<file path="src/rtl/pause_step_ctrl_pkg.sv">
// Shared definitions for the Spectrum pause/step controller: state encoding
// and the default debounce length for front-panel buttons.
package pause_pkg;

  typedef enum logic [1:0] {
    ST_RUN    = 2'd0,
    ST_PAUSED = 2'd1,
    ST_STEP   = 2'd2
  } state_t;

  // Roughly 1 ms of stable contact at a 50 MHz system clock.
  localparam int DEB_CYCLES_DEFAULT = 50000;

  function automatic logic releases_cpu(input state_t s);
    return (s == ST_RUN) || (s == ST_STEP);
  endfunction

endpackage

</file>
<file path="src/rtl/pause_step_ctrl_if.sv">
// Front-panel / host side bundle of the pause controller: buttons, hold level,
// step length in; CPU wait and clock-enable plus status out.
interface pause_step_ctrl_if #(
  parameter int STEP_W = 16
);

  logic              pulsador;
  logic              pulsador_step;
  logic              hold_pause;
  logic [STEP_W-1:0] step_len;
  logic              wait_n;
  logic              enable_clkay;
  logic              paused;
  logic              stepping;

  modport master (
    output pulsador, pulsador_step, hold_pause, step_len,
    input  wait_n, enable_clkay, paused, stepping
  );

  modport slave (
    input  pulsador, pulsador_step, hold_pause, step_len,
    output wait_n, enable_clkay, paused, stepping
  );

endinterface

</file>
<file path="src/rtl/pause_step_ctrl_debounce_edge.sv">
// Synchronises one raw button, debounces it and emits a single-cycle pulse
// on each rising edge of the debounced level.
module debounce_edge
  import pause_pkg::*;
#(
  parameter int DEB_CYCLES = DEB_CYCLES_DEFAULT
) (
  input  logic clk,
  input  logic rst_n,
  input  logic raw,
  output logic evt
);

  localparam int CNT_W = $clog2(DEB_CYCLES + 1);
  localparam logic [CNT_W-1:0] CNT_LAST = CNT_W'(DEB_CYCLES - 1);

  logic             sync1;
  logic             sync2;
  logic             level;
  logic             level_d;
  logic [CNT_W-1:0] cnt;

  always_ff @(posedge clk or negedge rst_n) begin
    if (!rst_n) begin
      sync1 <= 1'b0;
      sync2 <= 1'b0;
    end else begin
      sync1 <= raw;
      sync2 <= sync1;
    end
  end

  // Any cycle where the input agrees with the debounced level restarts the count,
  // so only an unbroken run of DEB_CYCLES disagreeing samples flips the level.
  always_ff @(posedge clk or negedge rst_n) begin
    if (!rst_n) begin
      cnt   <= '0;
      level <= 1'b0;
    end else if (sync2 != level) begin
      if (cnt == CNT_LAST) begin
        level <= sync2;
        cnt   <= '0;
      end else begin
        cnt <= cnt + CNT_W'(1);
      end
    end else begin
      cnt <= '0;
    end
  end

  always_ff @(posedge clk or negedge rst_n) begin
    if (!rst_n) begin
      level_d <= 1'b0;
    end else begin
      level_d <= level;
    end
  end

  assign evt = level & ~level_d;

endmodule

</file>
<file path="src/rtl/pause_step_ctrl.sv">
// Pause controller for the Spectrum core: RUN/PAUSED/STEP state machine that
// stalls the CPU via WAIT_n and gates the ULA/AY clock enable.
module pause_step_ctrl
  import pause_pkg::*;
#(
  parameter int DEB_CYCLES = DEB_CYCLES_DEFAULT,
  parameter int STEP_W     = 16
) (
  input  logic               clk,
  input  logic               rst_n,
  pause_step_ctrl_if.slave   bus
);

  logic              evt_pause;
  logic              evt_step;
  state_t            state;
  state_t            state_nx;
  logic [STEP_W-1:0] cnt;
  logic [STEP_W-1:0] cnt_nx;
  logic              wait_q;
  logic              wait_nx;

  debounce_edge #(.DEB_CYCLES(DEB_CYCLES)) u_deb_pause (
    .clk   (clk),
    .rst_n (rst_n),
    .raw   (bus.pulsador),
    .evt   (evt_pause)
  );

  debounce_edge #(.DEB_CYCLES(DEB_CYCLES)) u_deb_step (
    .clk   (clk),
    .rst_n (rst_n),
    .raw   (bus.pulsador_step),
    .evt   (evt_step)
  );

  always_ff @(posedge clk or negedge rst_n) begin
    if (!rst_n) begin
      state  <= ST_RUN;
      cnt    <= '0;
      wait_q <= 1'b1;
    end else begin
      state  <= state_nx;
      cnt    <= cnt_nx;
      wait_q <= wait_nx;
    end
  end

  // The step budget only drains on cycles the CPU actually ran (wait_q high),
  // which is what keeps the released-cycle total exact across hold_pause.
  always_comb begin
    state_nx = state;
    cnt_nx   = cnt;
    case (state)
      ST_RUN: begin
        if (evt_pause) begin
          state_nx = ST_PAUSED;
        end
      end
      ST_PAUSED: begin
        if (evt_pause) begin
          state_nx = ST_RUN;
        end else if (evt_step && (bus.step_len != '0)) begin
          state_nx = ST_STEP;
          cnt_nx   = bus.step_len;
        end
      end
      ST_STEP: begin
        if (evt_pause) begin
          state_nx = ST_PAUSED;
          cnt_nx   = '0;
        end else if (wait_q) begin
          if (cnt <= STEP_W'(1)) begin
            state_nx = ST_PAUSED;
            cnt_nx   = '0;
          end else begin
            cnt_nx = cnt - STEP_W'(1);
          end
        end
      end
      default: begin
        state_nx = ST_RUN;
        cnt_nx   = '0;
      end
    endcase
    wait_nx = releases_cpu(state_nx) && !bus.hold_pause;
  end

  assign bus.wait_n       = wait_q;
  assign bus.enable_clkay = wait_q;
  assign bus.paused       = (state == ST_PAUSED);
  assign bus.stepping     = (state == ST_STEP);

endmodule

</file>
<file path="src/flat_wrapper.sv">
// flat-port wrapper written by rule: the top's interface ports become plain ports
module pause_step_ctrl_flat import pause_pkg::*;
#(
  parameter int DEB_CYCLES = DEB_CYCLES_DEFAULT,
  parameter int STEP_W     = 16
)
  (clk, rst_n, bus_pulsador, bus_pulsador_step, bus_hold_pause, bus_step_len, bus_wait_n, bus_enable_clkay, bus_paused, bus_stepping);
  pause_step_ctrl_if #(.STEP_W(STEP_W)) bus_i ();
  input  logic clk;
  input  logic rst_n;
  input wire logic [$bits(bus_i.pulsador)-1:0] bus_pulsador;
  input wire logic [$bits(bus_i.pulsador_step)-1:0] bus_pulsador_step;
  input wire logic [$bits(bus_i.hold_pause)-1:0] bus_hold_pause;
  input wire logic [$bits(bus_i.step_len)-1:0] bus_step_len;
  output wire logic [$bits(bus_i.wait_n)-1:0] bus_wait_n;
  output wire logic [$bits(bus_i.enable_clkay)-1:0] bus_enable_clkay;
  output wire logic [$bits(bus_i.paused)-1:0] bus_paused;
  output wire logic [$bits(bus_i.stepping)-1:0] bus_stepping;
  assign bus_i.pulsador = bus_pulsador;
  assign bus_i.pulsador_step = bus_pulsador_step;
  assign bus_i.hold_pause = bus_hold_pause;
  assign bus_i.step_len = bus_step_len;
  assign bus_wait_n = bus_i.wait_n;
  assign bus_enable_clkay = bus_i.enable_clkay;
  assign bus_paused = bus_i.paused;
  assign bus_stepping = bus_i.stepping;
  pause_step_ctrl #(.DEB_CYCLES(DEB_CYCLES), .STEP_W(STEP_W)) u_core (.clk(clk), .rst_n(rst_n), .bus(bus_i));
endmodule
</file>
<file path="config.mk">
export PLATFORM = sky130hd
export DESIGN_NAME = pause_step_ctrl_flat
export DESIGN_NICKNAME = d
export VERILOG_FILES = /design/src/rtl/pause_step_ctrl_pkg.sv /design/src/rtl/pause_step_ctrl_if.sv /design/src/rtl/pause_step_ctrl_debounce_edge.sv /design/src/rtl/pause_step_ctrl.sv /design/src/flat_wrapper.sv
export SDC_FILE = /design/constraint.sdc
export NUM_CORES = 1
export LEC_CHECK = 0
export CELL_PAD_IN_SITES_DETAIL_PLACEMENT = 1
export CELL_PAD_IN_SITES_GLOBAL_PLACEMENT = 2
export CORE_MARGIN = 1.5
export CORE_UTILIZATION = 41
export CTS_CLUSTER_DIAMETER = 200
export CTS_CLUSTER_SIZE = 40
export DETAILED_ROUTE_END_ITERATION = 16
export DONT_BUFFER_PORTS = 1
export PLACE_DENSITY_LB_ADDON = 0.1
export REMOVE_ABC_BUFFERS = 1
export SLEW_MARGIN = 20
export SYNTH_ARGS = -nofsm -noshare
export SYNTH_HDL_FRONTEND = slang
export SYNTH_SLANG_ARGS = --single-unit
</file>
<file path="constraint.sdc">
create_clock -name clk -period 2.3 [get_ports clk]
set_clock_uncertainty 0.15 [all_clocks]
set_input_delay 0.46 -clock clk [delete_from_list [all_inputs] [get_ports clk]]
set_output_delay 0.46 -clock clk [all_outputs]
set_load 0.01 [all_outputs]
</file>
# [After elaboration in Yosys (flattened, before gate mapping)]
# Index checks and enable logic that the tools add are counted.
[word_totals] reg_bits=59 inputBits=21 out_inout_bits=4 wordCells=59
[classes] add_sub_neg=3 order_cmp=1 eq_ne=10 muxes=17 n_bitwise=5 n_reduce_logical=10
[ops] operator="2-to-1 mux 16 bit" count=9
[ops] operator="case mux 16 bit (3 select lines)" count=1
[ops] operator="adder 16 x 1 -> 16 bit (second input constant)" count=2
[ops] operator="== test 16 bit (second input constant)" count=2
[ops] operator="<= comparator 16 x 1 -> 1 bit (second input constant)" count=1
[ops] operator="nonzero test 16 bit" count=1
[ops] operator="subtractor 16 x 1 -> 16 bit (second input constant)" count=1
[ops] operator="2-to-1 mux 2 bit" count=6
[ops] operator="case mux 2 bit (3 select lines)" count=1
[ops] operator="== test 2 bit (second input constant)" count=2
[ops] operator="zero test 2 bit" count=2
[ops] operator="AND reduction 2 bit" count=2
[ops] operator="AND reduction 4 bit" count=1
[ops] operator="inequality test 3 x 1 -> 1 bit (second input constant)" count=1
[ops] operator="NOT 1 bit" count=3
[ops] operator="AND 1 bit" count=2
[ops] operator="== test 2 x 1 -> 1 bit (second input constant)" count=1
[ops] operator="logical AND 1 bit" count=2
[ops] operator="inequality test 1 bit" count=2
[ops] operator="inequality test 2 x 1 -> 1 bit (second input constant)" count=1
[ops] operator="inequality test 2 bit (second input constant)" count=1
[ops] operator="zero test 1 bit" count=1
[ops] operator="logical OR 1 bit" count=1

# [Depth between registers and ports, before layout]
# Gate-level depths: netlist of the first run.
[depth] depth_word=9 mapped_depth=8

# [Hierarchy]
# Synthesis of the first run repeated with hierarchy kept, for this count alone.
[hier_totals] cells_unflattened=325 hier_area_um2=3265.6
[by_module_without_submodules] module="debounce_edge" n_inst=2 cells_each=85 area_per_inst_um2=968.4
[by_module_without_submodules] module="pause_step_ctrl" n_inst=1 cells_each=155 area_per_inst_um2=1328.8

# [Least setup slack after synthesis of the first run]
# OpenSTA, ideal clock, no wires.
[synth_timing] kind="reg-to-reg" start="register u_core.state[0]" end="register u_core.cnt[6]" t_arrival_ns=1.856 t_required_ns=2.020 path_slack_ns=0.164 stages_incl_launch_ff=9 n_path_buf=1 period_less_slack_ns=2.136 cell_sequence="dfrtp_1 > inv_1 > ha_1 > nand2b_1 > or4b_4 > o22a_1 > buf_2 > a31oi_1 > o22ai_1"
[synth_between] elab_chain_cells=3
[synth_rtl] item="start, declared" line_no="pause_step_ctrl.sv:16" source="state_t state;"
[synth_rtl] item="start signal, assigned" line_no="pause_step_ctrl.sv:43" source="state <= state_nx;"
[synth_rtl] item="== test 2 bit (*)"
[synth_rtl] item="net bus_stepping" line_no="flat_wrapper.sv:18" source="output wire logic [$bits(bus_i.stepping)-1:0] bus_stepping;"
[synth_rtl] item="inequality test 3 x 1 -> 1 bit (no line)"
[synth_rtl] item="AND reduction 4 bit (no line)"
[synth_rtl] item="end signal, assigned" line_no="pause_step_ctrl.sv:44" source="cnt <= cnt_nx;"
[synth_rtl] item="end, declared" line_no="pause_step_ctrl.sv:18" source="logic [STEP_W-1:0] cnt;"
# Mark *: on every way through the listed nets, which the timed path passes. The rest lies on a longest branch.
# A chain may end at the register's enable or synchronous reset.

# [Worst setup path after layout of the first run]
[layout_timing] start="register u_core.cnt[10]" end="register u_core.cnt[4]"
[layout_between] elab_chain_cells=5
[layout_rtl] item="<= comparator 16 x 1 -> 1 bit" line_no="pause_step_ctrl.sv:73" source="if (cnt <= STEP_W'(1)) begin"
[layout_rtl] item="2-to-1 mux 16 bit" line_no="pause_step_ctrl.sv:73"
[layout_rtl] item="2-to-1 mux 16 bit" line_no="pause_step_ctrl.sv:72" source="end else if (wait_q) begin"
[layout_rtl] item="2-to-1 mux 16 bit" line_no="pause_step_ctrl.sv:69" source="if (evt_pause) begin"
[layout_rtl] item="case mux 16 bit (3 select lines)" line_no="pause_step_ctrl.sv:54" source="case (state)"
# Every way passes these cells. The select of a mux whose other input is x is not followed.

==> results.py, run 1 <==
metrics = {
    "logic_synthesis": {
        "synth.yosys.warnings": 0,
        "synthCells": 325,
        "syn_area_sq_um": 3190,
        "synth-main-ff-cell": "dfrtp_1",
        "async_flop_share": 1.00,
        "yosys.area.top_type": "dfrtp_1",
        "synth_cell_type_count": 54,
        "synth_edf_count": 0,
        "synth.area.top_cells": "dfrtp_1, nor2_1, xnor2_1, xor2_1, nand2_1",
        "ys_seq_elements": 59,
        "synth_top_area_frac": 0.455,
        "seq_area_frac_synth": 0.463,
        "syn_avg_cell_area_sq_um": 9.82,
    },
    "floorplanning": {
        "die_area_sq_um": 8320,
        "coreArea_sq_um": 7410,
        "io_pins": 25,
        "chipHeight_um": 91.2,
        "initial_core_util": 0.431,
        "die_w_um": 91.2,
        "rows": 31,
    },
    "routing": {
        "met2_length_mm": 3.45,
        "vias": 2467,
        "routed.top_layer": "met4",
        "drt_iter0_drc": 84,
        "met1Wirelength_mm": 3.84,
        "drt_pre_antenna_iters": 4,
        "drc": 0,
        "wirelength_mm": 7.58,
        "via_per_inst": 5.57,
        "ant_nets": 0,
        "post_drt_wl_per_cell_um": 17.1,
        "routed-wl-met3_um": 170,
    },
    "place": {
        "globalplace.congestion": 0.761,
        "io_buffers": 0,
        "place_hpwl_mm": 5.28,
        "pre_cts_ws_ns": 0.0912,
        "place_inst": 422,
    },
    "power_and_ir_drop": {
        "p_int_mw": 1.74,
        "p_clk_frac": 0.490,
        "p_leak_nw": 1.50,
        "netSwitchingPower_mw": 0.460,
        "power_density_nw_per_um2": 608,
        "combPwrFrac": 0.028,
        "pwr-share-seq": 0.482,
        "peakVddDrop_mv": 0.460,
        "sw_frac_of_total": 0.209,
        "power_mw": 2.20,
    },
    "global_routing": {
        "grt_pass1_wl_mm": 12.9,
        "track_usage": 0.197,
        "grt_pass1_vias": 2509,
        "grt_max_degree": 60,
        "grt_overflow": 0,
        "grt_antenna_before_repair": 0,
    },
    "worst_setup_path": {
        "arrival_ns": 2.27,
        "crit_fanout": 10,
        "critPathLaunchType": "register",
        "worstSetupEndpointType": "register",
        "cp_data_required_time_ns": 2.37,
        "criticalPathCategory": "reg -> reg",
        "reg2reg_setup_slack_ns": 0.1,
    },
    "hold_path": {
        "hold_class": "in -> reg",
    },
    "clocking": {
        "cts_buffers": 9,
        "clk_path_buf_depth": 2,
        "path_clk_slew_ns": 0.06,
        "htree_levels": 3,
        "cts_tree": "yes",
        "root_buffer": "clkbuf_8",
        "clk_latency_ns": 0.33,
        "cts.sinks": 59,
    },
    "sta": {
        "hold_ws_ns": 0.179,
        "maxSlewViolCount": 0,
        "setup_viol": 0,
        "relSlewSlack": 0.641,
        "fmax_ghz": 0.454,
        "post-route-min-period_ns": 2.20,
        "hold_violations": 0,
        "fin_crit_sh": 0.959,
        "rsz0062_at_grt": "false",
        "tightest_slew_ns": 0.533,
        "tns_ns": 0,
        "fin_ws_ns": 0.0951,
    },
    "layout": {
        "final_cell_count_no_fill": 443,
        "nNetsFinal": 368,
        "multiInputGateArea_sq_um": 1620,
        "area_growth_pct": 13.5,
        "n_antenna_cell": 0,
        "drive_above_1_share": 0.131,
        "seq_area_sq_um": 1480,
        "final_common_cell": "dfrtp_1",
        "n_fill_cell": 850,
        "layout_common_cells": "dfrtp_1, nor2_1, nand2_1",
    },
    "flow_run": {
        "drv_cap": 0,
    },
    "status": {
        "status": "complete, no violations",
    },
}
-- layout make-up --
| type | instances | share of cell area |
|---|---|---|
| multi-input combinational | 245 | 0.446 |
| clock buffer | 12 | 0.0428 |
| clock inverter | 4 | 0.0200 |
| tap | 99 | 0.0342 |
| inverter | 9 | 0.00933 |
| sequential | 59 | 0.408 |
| timing repair buffer | 15 | 0.0394 |
-- per-layer routing --
metal / track usage / vias up
li1: - / 1189
met1: 0.271 / 1243
met2: 0.307 / 26
met3: 0.0436 / 9
met4: 0.0690 / 0
met5: 0 / -
-- synthesized netlist by cell type, drive strengths merged (4+ instances only) --
library cell,instances
nor2,53
clkbuf,4
ha,8
nor4,9
buf,8
nand3,15
inv,9
nand2,28
nor3,7
nand4,10
and4,5
xnor2,20
a22oi,9
dfrtp,58
or4,5
and3,8
o2bb2ai,4
xor2,15
o21ai,12
-- worst max-delay path: stages, from the launching register on --
cell and delay (ns):
dfrtp_1 0.42, nor4_1 0.53, and4_2 0.45, a21o_4 0.22, o31ai_1 0.09, a22o_1 0.23
-- per-stage QoR --
| step | utilization | area (sq um) |
|---|---|---|
| after floorplan | - | 3120 |
| after global placement | 0.448 | 3320 |
| after detailed placement | 0.448 | 3320 |
| after CTS | 0.488 | 3610 |
| after global routing | 0.489 | 3620 |
| final | 0.489 | 3620 |
-- power by group through the flow --
stage                     Sequential (mW)  Clock [mW]  Combinational (mW)
after floorplan                      1.08           0              0.0213
after global placement               1.08           0              0.0311
after detailed placement             1.08           0              0.0309
after CTS                            1.06        1.11              0.0647
after global routing                 1.06        1.14              0.0721
final                                1.06        1.08              0.0616
-- path summary, 6_finish.rpt --
kind	startpoint	end	depth (start not counted)
setup / recovery	u_core.cnt[10]	u_core.cnt[4]	5
max in group asynchronous	rst_n	u_core.bus.enable_clkay	2
hold reg to reg	u_core.u_deb_step.sync1	u_core.u_deb_step.sync2	0
min in group asynchronous	rst_n	u_core.cnt[15]	2
hold / removal	bus_step_len[5]	u_core.cnt[5]	2
setup reg to reg	u_core.cnt[10]	u_core.cnt[4]	5
-- what timing repair did --
action,CTS,global route
setup buffers,0,0
gates resized for setup,0,3
endpoints found under the hold margin,62,0
hold buffers,5,0
endpoints found under the setup margin,0,3
-- cells by family after synthesis --
logic type,Yosys count,synth area share
and+or+nand+nor,150,0.250
DFF,59,0.463
AOI/OAI and AO/OA,50,0.119
xor gates and xnor gates,35,0.0960
buffers and inverters,21,0.0337
adders and majority gates,8,0.0314
muxes,2,0.00706
-- registers in the layout (all words and copies together) (netlist names), 2 cells and up --
register / count
u_core.u_deb_pause.cnt: 16
u_core.state: 2
u_core.u_deb_step.cnt: 16
u_core.cnt: 16
No activity file was read; power rests on OpenSTA's default activity.
==> inputs of run 2 (changes only) <==
--- a/config.mk
+++ b/config.mk
@@ -5,14 +5,16 @@
 export SDC_FILE = /design/constraint.sdc
 export NUM_CORES = 1
 export LEC_CHECK = 0
+export ABC_AREA = 1
 export CELL_PAD_IN_SITES_DETAIL_PLACEMENT = 1
 export CELL_PAD_IN_SITES_GLOBAL_PLACEMENT = 2
 export CORE_MARGIN = 1.5
-export CORE_UTILIZATION = 41
+export CORE_UTILIZATION = 37
 export CTS_CLUSTER_DIAMETER = 200
 export CTS_CLUSTER_SIZE = 40
 export DETAILED_ROUTE_END_ITERATION = 16
 export DONT_BUFFER_PORTS = 1
+export GPL_TIMING_DRIVEN = 1
 export PLACE_DENSITY_LB_ADDON = 0.1
 export REMOVE_ABC_BUFFERS = 1
 export SLEW_MARGIN = 20
==> results.py, run 2 <==
metrics = {
    "routing": {
        "post_drt_wl_per_cell_um": 14.3,
        "via_per_inst": 4.93,
        "vias": 2819,
        "drt_iter0_drc": 86,
        "drc": 0,
        "drt_pre_antenna_iters": 4,
        "wirelength_mm": 8.18,
        "ant_nets": 0,
    },
    "layout": {
        "multiInputGateArea_sq_um": 1680,
        "fin_util": 0.430,
        "top_regs": "u_core.cnt (16), u_core.u_deb_pause.cnt (16), u_core.u_deb_step.cnt (16)",
        "final_cell_count_no_fill": 572,
        "final_area_sq_um": 3810,
        "nNetsFinal": 488,
        "layout_common_cells": "nand2_1, dfrtp_1, nor2_1",
        "n_fill_cell": 1096,
        "n_antenna_cell": 0,
        "seq_area_sq_um": 1480,
        "area_growth_pct": 11.0,
        "drive_above_1_share": 0.125,
        "final_common_cell": "nand2_1",
    },
    "worst_setup_path": {
        "critical_path.max_stage_delay_ns": 0.40,
        "arrival_ns": 2.10,
        "slowest_stage": "dfrtp_1",
        "worstSetupEndpointType": "register",
        "cpMostUsedCell": "nand2_1",
        "critPathLaunchType": "register",
        "criticalPathCategory": "reg -> reg",
        "path_cells": "inv_1 > ha_1 > o21ai_0 > nor2_1 > nand2_1 > nand2_4 > inv_2 > nand2_1 > o21ai_0 > nand2_1 > nand2_1",
        "crit_fanout": 11,
        "cp_data_required_time_ns": 2.42,
    },
    "sta": {
        "post-route-min-period_ns": 1.98,
        "fmax_ghz": 0.505,
        "rsz0062_at_grt": "false",
        "tightest_slew_ns": 0.403,
        "relSlewSlack": 0.731,
        "setup_viol": 0,
        "hold_violations": 0,
        "fin_crit_sh": 0.861,
        "tns_ns": 0,
        "maxSlewViolCount": 0,
    },
    "logic_synthesis": {
        "synth_top_family_by_area": "simple AND/OR/NAND/NOR gates",
        "async_flop_share": 1.00,
        "synthCells": 448,
        "yosys-top-cells-count": "nand2_1, dfrtp_1, nor2_1, inv_1, o21ai_0",
        "synth-main-ff-cell": "dfrtp_1",
        "ys_seq_elements": 59,
        "synth_cell_type_count": 38,
        "yosys.area.top_type": "dfrtp_1",
        "synth_most_common_cell": "nand2_1",
        "seq_area_frac_synth": 0.431,
        "synth-compound-area-share": 0.0956,
        "synth.yosys.warnings": 0,
        "synthAdderAreaFrac": 0.0292,
        "synth_edf_count": 0,
        "yosys.area_share.simple": 0.321,
        "synthMuxAreaShare": 0.00328,
        "synth.area.top_cells": "dfrtp_1, nand2_1, nor2_1, inv_1, o21ai_0",
        "synth_xor_area_frac": 0.0383,
        "synth_top_area_frac": 0.423,
        "syn_area_sq_um": 3430,
        "syn_avg_cell_area_sq_um": 7.66,
    },
    "global_routing": {
        "use_met1": 0.226,
        "grt_antenna_before_repair": 0,
        "busiest_layer": "met2",
        "track_usage": 0.186,
        "grt_pass1_vias": 3091,
        "grtUsageMet2": 0.335,
        "grt_pass1_wl_mm": 14.4,
        "grtUsageMet3": 0.0379,
        "grt_max_degree": 60,
        "grt_overflow": 0,
    },
    "floorplanning": {
        "die_w_um": 99.3,
        "die_area_sq_um": 9860,
        "rows": 34,
        "coreArea_sq_um": 8850,
        "io_pins": 25,
        "chipHeight_um": 99.3,
        "initial_core_util": 0.388,
    },
    "clocking": {
        "clk_path_buf_depth": 2,
        "clk_latency_ns": 0.34,
        "cts.sinks": 59,
        "cts_buffers": 9,
        "path_clk_slew_ns": 0.07,
        "cts_tree": "yes",
        "root_buffer": "clkbuf_8",
        "htree_levels": 3,
        "postCtsSetupRepairBufs": 0,
    },
    "flow_run": {
        "drv_cap": 0,
    },
    "hold_path": {
        "hold_class": "in -> reg",
    },
    "place": {
        "place_inst": 551,
        "io_buffers": 0,
        "globalplace.congestion": 0.755,
        "place_hpwl_mm": 5.91,
        "dpl_cell_area_sq_um": 3520,
    },
    "power_and_ir_drop": {
        "peakVddDrop_mv": 0.286,
        "p_leak_nw": 1.88,
        "power_density_nw_per_um2": 566,
    },
    "status": {
        "status": "complete, no violations",
    },
}
==> run 2: cell count changes in the layout (fill, tap and decap cells not counted), moves of 19 or more <==
| cell | before | now |
|---|---|---|
| nand2_1 | 27 | 114 |
| inv_1 | 9 | 52 |
| o21ai_0 | 2 | 25 |
| a21oi_1 | 2 | 23 |
| xnor2_1 | 20 | 1 |
==> run 2: cell type report <==
cell class                      instances  share of cell area
Inverter                               61              0.0604
Multi-Input combinational cell        322               0.441
Sequential cell                        59               0.388
Clock inverter                          4              0.0125
Clock buffer                           12              0.0434
Timing Repair Buffer                    6              0.0197
Tap cell                              108              0.0355
==> run 2: metrics by stage <==
step	worst slack (ns)	hold slack [ns]	total power, mW
2_1_floorplan	0.507	0.0144	1.12
3_3_place_gp	0.264	0.0159	1.13
3_5_place_dp	0.261	0.0165	1.13
4_1_cts	0.255	0.171	2.19
5_1_grt	0.0258	0.189	2.27
6_report	0.320	0.186	2.16
==> run 2: final timing paths <==
| check | start | end | slack (ns) | cells past startpoint |
|---|---|---|---|---|
| min | bus_step_len[11] | u_core.cnt[11] | 0.19 | 4 |
| min in group asynchronous | rst_n | u_core.cnt[1] | 0.55 | 2 |
| min reg2reg | u_core.u_deb_step.sync1 | u_core.u_deb_step.sync2 | 0.21 | 0 |
| max in group asynchronous | rst_n | u_core.bus.enable_clkay | 1.16 | 2 |
| max reg2reg | u_core.cnt[0] | u_core.cnt[15] | 0.32 | 11 |
| max | u_core.cnt[0] | u_core.cnt[15] | 0.32 | 11 |
==> run 2: repair_timing <==
action                                 CTS  global route
hold buffers                             5             0
resized for setup                        0             1
setup endpoints to repair                0             1
endpoints found under the hold margin   62             0
==> run 2: cell families after synthesis <==
kind of cell,Yosys count
flops,59
compound gates,62
buf+inv,67
simple gates,236
xor+xnor,15
fa+ha+maj,8
mux,1
==> run 2: power by group <==
group | internal, mW | switching (mW) | total, mW
registers | 1.05 | 0.00679 | 1.06
clock network | 0.586 | 0.429 | 1.02
logic | 0.0292 | 0.0566 | 0.0858
==> run 2: metal layers <==
layer  share of wire  vias to the layer above  routed length, um
li1                -                     1437                  -
met1            0.45                     1355               3710
met2            0.52                       21               4240
met3           0.022                        6                182
met4          0.0051                        0                 42
met5               0                        -                  0
==> run 2: critical path, delay by kind of cell (launching register included) <==
family	cells	cell delay, ns
AND/OR/NAND/NOR	6	0.53
flip-flops	1	0.40
AO/OA/AOI/OAI	2	0.33
adder cells (fa/ha/maj)	1	0.27
buffers and inverters	2	0.25
